**src/rtl/apb_pkg.sv**
```systemverilog
// Shared types for the queued APB4 master: FSM state encoding and derived
// field widths of the command/response words.
package apb_pkg;

  typedef enum logic [1:0] {
    IDLE   = 2'b00,
    SETUP  = 2'b01,
    ACCESS = 2'b10
  } state_t;

  typedef enum logic [1:0] {W_STRB, W_CMD, W_RESP} wsel_e;

  // Command word is {pwrite, pstrb, pwdata, paddr}; response is {pslverr, prdata}.
  function automatic int apb_width(input int dw, input int aw, input wsel_e sel);
    case (sel)
      W_STRB:  return dw / 8;
      W_CMD:   return 1 + dw / 8 + dw + aw;
      default: return 1 + dw;
    endcase
  endfunction

endpackage

```
**src/rtl/apb_master_q_if.sv**
```systemverilog
// Command/response queues plus APB bus of apb_master_q, bundled as one interface.
interface apb_master_q_if #(
  parameter int DW = 32,
  parameter int AW = 8
);
  import apb_pkg::*;

  localparam int SW = apb_width(DW, AW, W_STRB);
  localparam int CW = apb_width(DW, AW, W_CMD);
  localparam int RW = apb_width(DW, AW, W_RESP);

  logic [CW-1:0] i_cmd;
  logic          i_cmd_valid;
  logic          o_cmd_ready;
  logic [RW-1:0] o_resp;
  logic          o_resp_valid;
  logic          i_resp_ready;
  logic [AW-1:0] o_paddr;
  logic          o_pwrite;
  logic          o_psel;
  logic          o_penable;
  logic [DW-1:0] o_pwdata;
  logic [SW-1:0] o_pstrb;
  logic [DW-1:0] i_prdata;
  logic          i_pslverr;
  logic          i_pready;
  logic          o_tout;

  modport master (
    input  i_cmd, i_cmd_valid, i_resp_ready, i_prdata, i_pslverr, i_pready,
    output o_cmd_ready, o_resp, o_resp_valid, o_paddr, o_pwrite, o_psel,
           o_penable, o_pwdata, o_pstrb, o_tout
  );

  modport slave (
    output i_cmd, i_cmd_valid, i_resp_ready, i_prdata, i_pslverr, i_pready,
    input  o_cmd_ready, o_resp, o_resp_valid, o_paddr, o_pwrite, o_psel,
           o_penable, o_pwdata, o_pstrb, o_tout
  );

endinterface

```
**src/rtl/apb_sfifo.sv**
```systemverilog
// Synchronous FIFO with registered count and registered ready/valid flags.
module apb_sfifo #(
  parameter int WIDTH = 8,
  parameter int DEPTH = 4
) (
  input  logic                   clk,
  input  logic                   rst,
  input  logic [WIDTH-1:0]       i_data,
  input  logic                   i_push,
  output logic                   o_ready,
  output logic [WIDTH-1:0]       o_data,
  input  logic                   i_pop,
  output logic                   o_valid,
  output logic [$clog2(DEPTH):0] o_count
);
  localparam int PW = $clog2(DEPTH);
  localparam logic [PW:0] FULL = (PW+1)'(DEPTH);

  logic [WIDTH-1:0] r_mem [DEPTH];
  logic [PW-1:0]    r_wptr, r_rptr;
  logic [PW:0]      r_cnt, w_cnt_nxt;
  logic             r_rdy, r_vld;
  logic             w_push, w_pop;

  assign w_push = i_push & r_rdy;
  assign w_pop  = i_pop & r_vld;

  always_comb begin
    w_cnt_nxt = r_cnt;
    case ({w_push, w_pop})
      2'b10:   w_cnt_nxt = r_cnt + 1'b1;
      2'b01:   w_cnt_nxt = r_cnt - 1'b1;
      default: w_cnt_nxt = r_cnt;
    endcase
  end

  always_ff @(posedge clk) begin
    if (w_push) r_mem[r_wptr] <= i_data;
  end

  // Flags come from the next count so they are plain flops at the outputs;
  // ready is held low through reset and rises one cycle after release.
  always_ff @(posedge clk) begin
    if (rst) begin
      r_wptr <= '0;
      r_rptr <= '0;
      r_cnt  <= '0;
      r_rdy  <= 1'b0;
      r_vld  <= 1'b0;
    end else begin
      if (w_push) r_wptr <= r_wptr + 1'b1;
      if (w_pop)  r_rptr <= r_rptr + 1'b1;
      r_cnt <= w_cnt_nxt;
      r_rdy <= (w_cnt_nxt != FULL);
      r_vld <= (w_cnt_nxt != '0);
    end
  end

  assign o_ready = r_rdy;
  assign o_valid = r_vld;
  assign o_count = r_cnt;
  assign o_data  = r_vld ? r_mem[r_rptr] : '0;

endmodule

```
**src/rtl/apb_master_q.sv**
```systemverilog
// Queued APB4 master: command FIFO -> IDLE/SETUP/ACCESS FSM -> response FIFO.
// Optional PREADY timeout compiled in with APB_MASTER_TIMEOUT_EN.
module apb_master_q
  import apb_pkg::*;
#(
  parameter int DW       = 32,
  parameter int AW       = 8,
  parameter int DEPTH    = 4,
  parameter int TOUT_CYC = 256
) (
  input  logic              pclk,
  input  logic              preset,
  apb_master_q_if.master    bus
);
  localparam int SW   = apb_width(DW, AW, W_STRB);
  localparam int CW   = apb_width(DW, AW, W_CMD);
  localparam int RW   = apb_width(DW, AW, W_RESP);
  localparam int CNTW = $clog2(DEPTH) + 1;
  localparam logic [CNTW-1:0] AFULL = CNTW'(DEPTH - 1);

  state_t          r_state, w_nxt;
  logic            r_psel, r_penable, r_pwrite;
  logic [AW-1:0]   r_paddr;
  logic [DW-1:0]   r_pwdata;
  logic [SW-1:0]   r_pstrb;

  logic [CW-1:0]   w_cmd_head;
  logic            w_cmd_vld;
  logic [CNTW-1:0] w_unused_cmd_cnt;
  logic [CNTW-1:0] w_resp_cnt;
  logic            w_unused_resp_rdy;
  logic [RW-1:0]   w_resp_data;
  logic            w_start, w_done, w_abort;
  logic            w_free1, w_free2;

  apb_sfifo #(.WIDTH(CW), .DEPTH(DEPTH)) u_cmd_fifo (
    .clk     (pclk),
    .rst     (preset),
    .i_data  (bus.i_cmd),
    .i_push  (bus.i_cmd_valid),
    .o_ready (bus.o_cmd_ready),
    .o_data  (w_cmd_head),
    .i_pop   (w_start),
    .o_valid (w_cmd_vld),
    .o_count (w_unused_cmd_cnt)
  );

  apb_sfifo #(.WIDTH(RW), .DEPTH(DEPTH)) u_resp_fifo (
    .clk     (pclk),
    .rst     (preset),
    .i_data  (w_resp_data),
    .i_push  (w_done | w_abort),
    .o_ready (w_unused_resp_rdy),
    .o_data  (bus.o_resp),
    .i_pop   (bus.i_resp_ready),
    .o_valid (bus.o_resp_valid),
    .o_count (w_resp_cnt)
  );

  // Registered count only: a consumer pop in the same cycle is not credited.
  assign w_free1 = (w_resp_cnt <= AFULL);
  assign w_free2 = (w_resp_cnt < AFULL);

`ifdef APB_MASTER_TIMEOUT_EN
  localparam int TW = $clog2(TOUT_CYC) + 1;
  logic [TW-1:0] r_tcnt;
  logic          w_tout_hit;

  assign w_tout_hit = (r_state == ACCESS) && !bus.i_pready &&
                      (r_tcnt == TW'(TOUT_CYC - 1));

  // Cleared while in SETUP so the first ACCESS cycle sees zero.
  always_ff @(posedge pclk) begin
    if (preset || r_state == SETUP) r_tcnt <= '0;
    else if (r_state == ACCESS && !bus.i_pready && !w_tout_hit) r_tcnt <= r_tcnt + 1'b1;
  end
`else
  localparam int unused_tout_cyc = TOUT_CYC;
`endif

  always_comb begin
    w_nxt   = r_state;
    w_start = 1'b0;
    w_done  = 1'b0;
    w_abort = 1'b0;
    case (r_state)
      IDLE: begin
        if (w_cmd_vld && w_free1) begin
          w_nxt   = SETUP;
          w_start = 1'b1;
        end
      end
      SETUP: w_nxt = ACCESS;
      ACCESS: begin
        if (bus.i_pready) begin
          w_done = 1'b1;
          // Back-to-back needs room for this response and the next one.
          if (w_cmd_vld && w_free2) begin
            w_nxt   = SETUP;
            w_start = 1'b1;
          end else begin
            w_nxt = IDLE;
          end
        end
`ifdef APB_MASTER_TIMEOUT_EN
        else if (w_tout_hit) begin
          w_abort = 1'b1;
          w_nxt   = IDLE;
        end
`endif
      end
      default: w_nxt = IDLE;
    endcase
  end

  assign w_resp_data = w_abort ? {1'b1, {DW{1'b0}}} : {bus.i_pslverr, bus.i_prdata};

  always_ff @(posedge pclk) begin
    if (preset) begin
      r_state   <= IDLE;
      r_psel    <= 1'b0;
      r_penable <= 1'b0;
      r_pwrite  <= 1'b0;
      r_paddr   <= '0;
      r_pwdata  <= '0;
      r_pstrb   <= '0;
    end else begin
      r_state   <= w_nxt;
      r_psel    <= (w_nxt != IDLE);
      r_penable <= (w_nxt == ACCESS);
      // Address/data phase fields hold across IDLE until the next start.
      if (w_start) begin
        r_pwrite <= w_cmd_head[CW-1];
        r_pstrb  <= w_cmd_head[CW-1] ? w_cmd_head[AW+DW +: SW] : '0;
        r_pwdata <= w_cmd_head[AW +: DW];
        r_paddr  <= w_cmd_head[AW-1:0];
      end
    end
  end

  assign bus.o_psel    = r_psel;
  assign bus.o_penable = r_penable;
  assign bus.o_pwrite  = r_pwrite;
  assign bus.o_paddr   = r_paddr;
  assign bus.o_pwdata  = r_pwdata;
  assign bus.o_pstrb   = r_pstrb;
  assign bus.o_tout    = w_abort & ~preset;

endmodule

```
**src/flat_wrapper.sv**
```systemverilog
// flat-port wrapper written by rule: the top's interface ports become plain ports
module apb_master_q_flat import apb_pkg::*;
#(
  parameter int DW       = 32,
  parameter int AW       = 8,
  parameter int DEPTH    = 4,
  parameter int TOUT_CYC = 256
)
  (pclk, preset, bus_i_cmd, bus_i_cmd_valid, bus_i_resp_ready, bus_i_prdata, bus_i_pslverr, bus_i_pready, bus_o_cmd_ready, bus_o_resp, bus_o_resp_valid, bus_o_paddr, bus_o_pwrite, bus_o_psel, bus_o_penable, bus_o_pwdata, bus_o_pstrb, bus_o_tout);
  apb_master_q_if #(.DW(DW), .AW(AW)) bus_i ();
  input  logic pclk;
  input  logic preset;
  input wire logic [$bits(bus_i.i_cmd)-1:0] bus_i_cmd;
  input wire logic [$bits(bus_i.i_cmd_valid)-1:0] bus_i_cmd_valid;
  input wire logic [$bits(bus_i.i_resp_ready)-1:0] bus_i_resp_ready;
  input wire logic [$bits(bus_i.i_prdata)-1:0] bus_i_prdata;
  input wire logic [$bits(bus_i.i_pslverr)-1:0] bus_i_pslverr;
  input wire logic [$bits(bus_i.i_pready)-1:0] bus_i_pready;
  output wire logic [$bits(bus_i.o_cmd_ready)-1:0] bus_o_cmd_ready;
  output wire logic [$bits(bus_i.o_resp)-1:0] bus_o_resp;
  output wire logic [$bits(bus_i.o_resp_valid)-1:0] bus_o_resp_valid;
  output wire logic [$bits(bus_i.o_paddr)-1:0] bus_o_paddr;
  output wire logic [$bits(bus_i.o_pwrite)-1:0] bus_o_pwrite;
  output wire logic [$bits(bus_i.o_psel)-1:0] bus_o_psel;
  output wire logic [$bits(bus_i.o_penable)-1:0] bus_o_penable;
  output wire logic [$bits(bus_i.o_pwdata)-1:0] bus_o_pwdata;
  output wire logic [$bits(bus_i.o_pstrb)-1:0] bus_o_pstrb;
  output wire logic [$bits(bus_i.o_tout)-1:0] bus_o_tout;
  assign bus_i.i_cmd = bus_i_cmd;
  assign bus_i.i_cmd_valid = bus_i_cmd_valid;
  assign bus_i.i_resp_ready = bus_i_resp_ready;
  assign bus_i.i_prdata = bus_i_prdata;
  assign bus_i.i_pslverr = bus_i_pslverr;
  assign bus_i.i_pready = bus_i_pready;
  assign bus_o_cmd_ready = bus_i.o_cmd_ready;
  assign bus_o_resp = bus_i.o_resp;
  assign bus_o_resp_valid = bus_i.o_resp_valid;
  assign bus_o_paddr = bus_i.o_paddr;
  assign bus_o_pwrite = bus_i.o_pwrite;
  assign bus_o_psel = bus_i.o_psel;
  assign bus_o_penable = bus_i.o_penable;
  assign bus_o_pwdata = bus_i.o_pwdata;
  assign bus_o_pstrb = bus_i.o_pstrb;
  assign bus_o_tout = bus_i.o_tout;
  apb_master_q #(.DW(DW), .AW(AW), .DEPTH(DEPTH), .TOUT_CYC(TOUT_CYC)) u_core (.pclk(pclk), .preset(preset), .bus(bus_i));
endmodule
```
**config.mk**
```make
export PLATFORM = sky130hd
export DESIGN_NAME = apb_master_q_flat
export DESIGN_NICKNAME = d
export VERILOG_FILES = /design/src/rtl/apb_pkg.sv /design/src/rtl/apb_master_q_if.sv /design/src/rtl/apb_sfifo.sv /design/src/rtl/apb_master_q.sv /design/src/flat_wrapper.sv
export SDC_FILE = /design/constraint.sdc
export NUM_CORES = 1
export LEC_CHECK = 0
export BUFFER_PORTS_ARGS = -buffer_cell sky130_fd_sc_hd__clkbuf_2
export CAP_MARGIN = 20
export CORE_ASPECT_RATIO = 0.5
export CORE_MARGIN = 2
export CORE_UTILIZATION = 30
export DETAILED_ROUTE_END_ITERATION = 8
export HOLD_SLACK_MARGIN = 0.05
export MAX_ROUTING_LAYER = met4
export PLACE_DENSITY = 0.46
export SETUP_SLACK_MARGIN = 0.1
export SLEW_MARGIN = 20
export SYNTH_ARGS = -nofsm -noshare
export SYNTH_HDL_FRONTEND = slang
export SYNTH_SLANG_ARGS = --single-unit
```
**constraint.sdc**
```tcl
create_clock -name pclk -period 2.8 [get_ports pclk]
set_input_delay 0.56 -clock pclk [delete_from_list [all_inputs] [get_ports pclk]]
set_output_delay 0.56 -clock pclk [all_outputs]
set_load 0.005 [all_outputs]
```
==> impl_metrics.prom <==
# TYPE chip_impl_metric gauge
chip_impl_metric{name="timing.final.crit_share",unit="%"} 92.2
chip_impl_metric{name="dp.cells",unit=""} 1548
chip_impl_info{name="timing.critical_path.cells",value="buf_12 > mux4_1 > and2_1 > clkbuf_2"} 1
chip_impl_metric{name="max_freq",unit="GHz"} 0.387
chip_impl_info{name="holdCritPathClass",value="in2reg"} 1
chip_impl_metric{name="yosysUniqueCellTypes",unit=""} 33
chip_impl_metric{name="ys_ff_latch",unit=""} 383
chip_impl_metric{name="hold_depth",unit=""} 1
chip_impl_metric{name="critical_path_peak_fanout",unit=""} 33
chip_impl_metric{name="postCtsSetupBuffers",unit=""} 0
chip_impl_metric{name="yosysWarningCount",unit=""} 0
chip_impl_metric{name="synth_fp_nets",unit=""} 861
chip_impl_metric{name="buffer_ports.inserted",unit=""} 164
chip_impl_info{name="status",value="completed"} 1
chip_impl_info{name="worstHoldEndpoint",value="u_core.u_cmd_fifo.r_mem[0][38]$_DFFE_PP_"} 1
chip_impl_metric{name="grt_first_pass_wirelength",unit="um"} 45100
chip_impl_metric{name="htree_num_levels",unit=""} 2
chip_impl_metric{name="setup_violations",unit=""} 0
chip_impl_metric{name="vias",unit=""} 7209
chip_impl_metric{name="final_critical_path_setup_slack",unit="ns"} 0.218
chip_impl_metric{name="detail-route-antenna-nets",unit=""} 0
chip_impl_metric{name="syn_to_final_growth",unit="%"} 19.7
chip_impl_metric{name="design.portCount",unit=""} 166
chip_impl_metric{name="synth_cells",unit=""} 766
chip_impl_metric{name="coreArea",unit="um^2"} 46900
chip_impl_metric{name="netlist_area",unit="um^2"} 14300
chip_impl_info{name="regToRegEndpoint",value="u_core.u_resp_fifo.o_valid$_SDFF_PP0_"} 1
chip_impl_metric{name="grt_start_max_net_pins",unit=""} 71
chip_impl_metric{name="setup_tns",unit="ns"} 0
chip_impl_metric{name="critPathRequiredTime",unit="ns"} 2.24
chip_impl_metric{name="chipWidth",unit="um"} 313
chip_impl_metric{name="routabilityCongestion",unit=""} 0.665
chip_impl_info{name="synth_top_cells_by_area",value="sky130_fd_sc_hd__edfxtp_1 65%, sky130_fd_sc_hd__mux4_2 12%, sky130_fd_sc_hd__dfxtp_1 9.9%"} 1
chip_impl_metric{name="edff_count_synth",unit=""} 312
chip_impl_metric{name="drtIter0Drc",unit=""} 283
chip_impl_metric{name="via_per_inst",unit=""} 4.46
chip_impl_metric{name="grt_util_all_layers",unit="%"} 12.4
chip_impl_metric{name="antenna_cells_inserted",unit=""} 0
chip_impl_metric{name="pre_cts_ws",unit="ns"} 0.346
chip_impl_metric{name="finalMaxSlewViolations",unit=""} 0
chip_impl_metric{name="fin_total_pwr",unit="mW"} 14.1
chip_impl_metric{name="async_flop_share",unit="%"} 0
chip_impl_metric{name="drt-wirelength-per-cell",unit="um"} 18.4
chip_impl_metric{name="cts_hold_buffers",unit=""} 0
chip_impl_metric{name="clock_skew",unit="ns"} 0.0186
chip_impl_metric{name="stdcell_count",unit=""} 1616
chip_impl_info{name="cts.root.buffer_cell",value="sky130_fd_sc_hd__clkbuf_16"} 1
chip_impl_metric{name="clock_pin_slew_worst_setup_and_hold_paths",unit="ns"} 0.06
chip_impl_metric{name="slew_headroom",unit="%"} 56.2
chip_impl_info{name="critical_path_class",value="reg2out"} 1
chip_impl_metric{name="worst_pin_slew",unit="ns"} 0.657
chip_impl_metric{name="detailedRoute.firstPassIterationCount",unit=""} 6
chip_impl_metric{name="clock_sinks",unit=""} 383
chip_impl_info{name="post-synth-top-area-cell",value="sky130_fd_sc_hd__edfxtp_1"} 1
chip_impl_metric{name="ys_seq_area_share",unit="%"} 75.4
chip_impl_metric{name="post_cts_resize_count",unit=""} 0
chip_impl_metric{name="p_leak",unit="nW"} 5.80
chip_impl_info{name="hold_path_startpoint",value="bus_i_cmd[38]"} 1
chip_impl_metric{name="clock_tree_buf_depth",unit=""} 3
chip_impl_metric{name="global_route.overflow_total",unit=""} 0
chip_impl_metric{name="data_arrival_critical_path",unit="ns"} 2.02
chip_impl_info{name="startpoint_of_the_worst_register_to_register_path",value="u_core.r_state[0]$_SDFF_PP0_"} 1
chip_impl_metric{name="yosysTopAreaCellShare",unit="%"} 65.5
chip_impl_metric{name="syn_area_per_cell",unit="um^2"} 18.7
chip_impl_metric{name="share_of_layout_cells_above_drive_strength_1",unit="%"} 33.5
chip_impl_info{name="critical_path.slowest_cell",value="sky130_fd_sc_hd__mux4_1"} 1
chip_impl_info{name="synth_flop_cell",value="sky130_fd_sc_hd__edfxtp_1"} 1
chip_impl_metric{name="post-route-drc-count",unit=""} 0
chip_impl_metric{name="final.min_clock_period",unit="ns"} 2.58
chip_impl_metric{name="start_util",unit="%"} 30.5
chip_impl_metric{name="vias_in_the_first_global_route",unit=""} 7658
chip_impl_metric{name="clk-insertion-delay-late",unit="ns"} 0.53
chip_impl_metric{name="cts_buffers",unit=""} 38
chip_impl_metric{name="grt_antenna_before_repair",unit=""} 0
chip_impl_info{name="cts_tree",value="yes"} 1
chip_impl_metric{name="finalNetCount",unit=""} 1045
chip_impl_metric{name="maxCapViolations",unit=""} 0
chip_impl_metric{name="finalHoldViolations",unit=""} 0
chip_impl_metric{name="area_of_the_die",unit="um^2"} 49600
chip_impl_metric{name="die_y",unit="um"} 158
chip_impl_metric{name="floorplan.rows",unit=""} 56
chip_impl_info{name="rsz_0062_raised_after_global_routing",value="false"} 1
chip_impl_info{name="startpoint_type",value="flip-flop"} 1
chip_impl_metric{name="timing.reg2reg.setup_slack",unit="ns"} 0.62
chip_impl_metric{name="pwr_dens",unit="nW/um^2"} 826
chip_impl_metric{name="routed_wirelength",unit="um"} 29800
chip_impl_info{name="endpoint_kind_of_the_worst_setup_timing_path",value="output pin"} 1
chip_impl_metric{name="slowest_delay",unit="ns"} 0.59
chip_impl_metric{name="detailed_place_hpwl",unit="um"} 16500
chip_impl_metric{name="ir_drop",unit="mV"} 0.343
chip_impl_metric{name="worst_r2r_path_depth",unit=""} 8
chip_impl_metric{name="count_of_filler_cells_inserted_in_the_layout",unit=""} 4475
chip_impl_info{name="layout.cells.most_common_list",value="312 x sky130_fd_sc_hd__edfxtp_1, 164 x sky130_fd_sc_hd__clkbuf_2, 92 x sky130_fd_sc_hd__nand2_1, 74 x sky130_fd_sc_hd__mux4_2, 67 x sky130_fd_sc_hd__dfxtp_1"} 1
chip_impl_info{name="mostFrequentLayoutCell",value="sky130_fd_sc_hd__edfxtp_1"} 1
==> kinds of logic (layout without fill, tap and decap cells) <==
group           after synthesis  after routing  share of synthesized area (%)
other cells                   1              1                         0.0262
compound gates               58             58                           2.07
simple gates                167            167                           5.34
mux                          80             80                           12.5
buf+inv                      52            264                           2.65
fa+ha+maj                    12             12                           1.15
xor+xnor                     13             13                          0.796
flops                       383            383                           75.4
==> cell usage after synthesis (4+ instances only) <==
master / instances
sky130_fd_sc_hd__edfxtp_1: 312
sky130_fd_sc_hd__buf_2: 10
sky130_fd_sc_hd__nand3_1: 5
sky130_fd_sc_hd__ha_1: 10
sky130_fd_sc_hd__dfxtp_1: 71
sky130_fd_sc_hd__mux4_1: 4
sky130_fd_sc_hd__clkbuf_1: 13
sky130_fd_sc_hd__buf_12: 7
sky130_fd_sc_hd__nand2_1: 92
sky130_fd_sc_hd__and2_1: 38
sky130_fd_sc_hd__mux4_2: 74
sky130_fd_sc_hd__inv_1: 10
sky130_fd_sc_hd__nor2_1: 21
sky130_fd_sc_hd__xnor2_1: 7
sky130_fd_sc_hd__and3_1: 4
sky130_fd_sc_hd__buf_4: 5
sky130_fd_sc_hd__buf_6: 5
sky130_fd_sc_hd__xor2_1: 6
sky130_fd_sc_hd__a21oi_1: 55
==> per-stage QoR <==
step	util, %	hold slack [ns]	cell area [um^2]
2_1_floorplan	-	0.453	14300
3_3_place_gp	33.9	0.442	15900
3_5_place_dp	33.9	0.447	15900
4_1_cts	36.5	0.209	17100
5_1_grt	36.5	0.219	17100
6_report	36.5	0.249	17100
==> worst max-delay path by stage <==
stage / depth (start not counted) / to
after floorplan: 10 / u_core.u_cmd_fifo.o_valid$_SDFF_PP0_
final: 4 / bus_o_resp[1]
after detailed placement: 9 / u_core.u_resp_fifo.o_valid$_SDFF_PP0_
after CTS: 4 / bus_o_resp[1]
after global routing: 4 / bus_o_resp[0]
after global placement: 9 / u_core.u_resp_fifo.o_valid$_SDFF_PP0_
==> critical path: cells and delay by family (launching register included) <==
family	cells	cell delay, ns
muxes	1	0.59
buffers and inverters	2	0.40
DFF	1	0.34
and+or+nand+nor	1	0.18
==> cell type report <==
cell class / count / area, um^2 / area share [%]
Clock inverter: 23 / 161 / 0.943
Timing Repair Buffer: 185 / 1130 / 6.59
Clock buffer: 45 / 1040 / 6.07
Inverter: 11 / 41.3 / 0.241
Multi-Input combinational cell: 331 / 3150 / 18.4
Sequential cell: 383 / 10800 / 63.1
Tap cell: 638 / 798 / 4.66
==> power by group <==
group,leakage [nW],switching (mW),internal [mW],total (mW)
Clock,0.585,2.08,2.83,4.91
Combinational,1.82,1.20,1.13,2.33
Sequential,3.40,0.300,6.60,6.90
Total,5.80,3.58,10.6,14.1
==> metal layers <==
metal  up-vias  global-route usage (%)  share of wire (%)
met5         -                       -                  0
met1      3757                    14.1                 42
met2       101                    22.3                 53
met3        47                    2.66                3.8
li1       3304                       -                  -
met4         0                    3.33                1.9
==> registers in the layout (all words and copies together), names as in the netlist, named ones only <==
register	flops
u_core.bus.o_penable	1
u_core.bus.o_paddr	8
u_core.bus.o_pstrb	4
u_core.u_resp_fifo.r_mem	132
u_core.bus.o_psel	1
u_core.u_cmd_fifo.r_rptr	2
u_core.bus.o_pwdata	32
u_core.u_cmd_fifo.o_valid	1
u_core.u_cmd_fifo.o_ready	1
u_core.u_resp_fifo.o_valid	1
u_core.bus.o_pwrite	1
u_core.u_cmd_fifo.r_wptr	2
u_core.u_cmd_fifo.r_mem	180
u_core.u_resp_fifo.r_wptr	2
u_core.u_cmd_fifo.o_count	3
u_core.r_state	2
u_core.u_resp_fifo.o_count	3
u_core.u_resp_fifo.o_ready	1
u_core.u_resp_fifo.r_rptr	2
No activity file was read; power rests on OpenSTA's default activity.
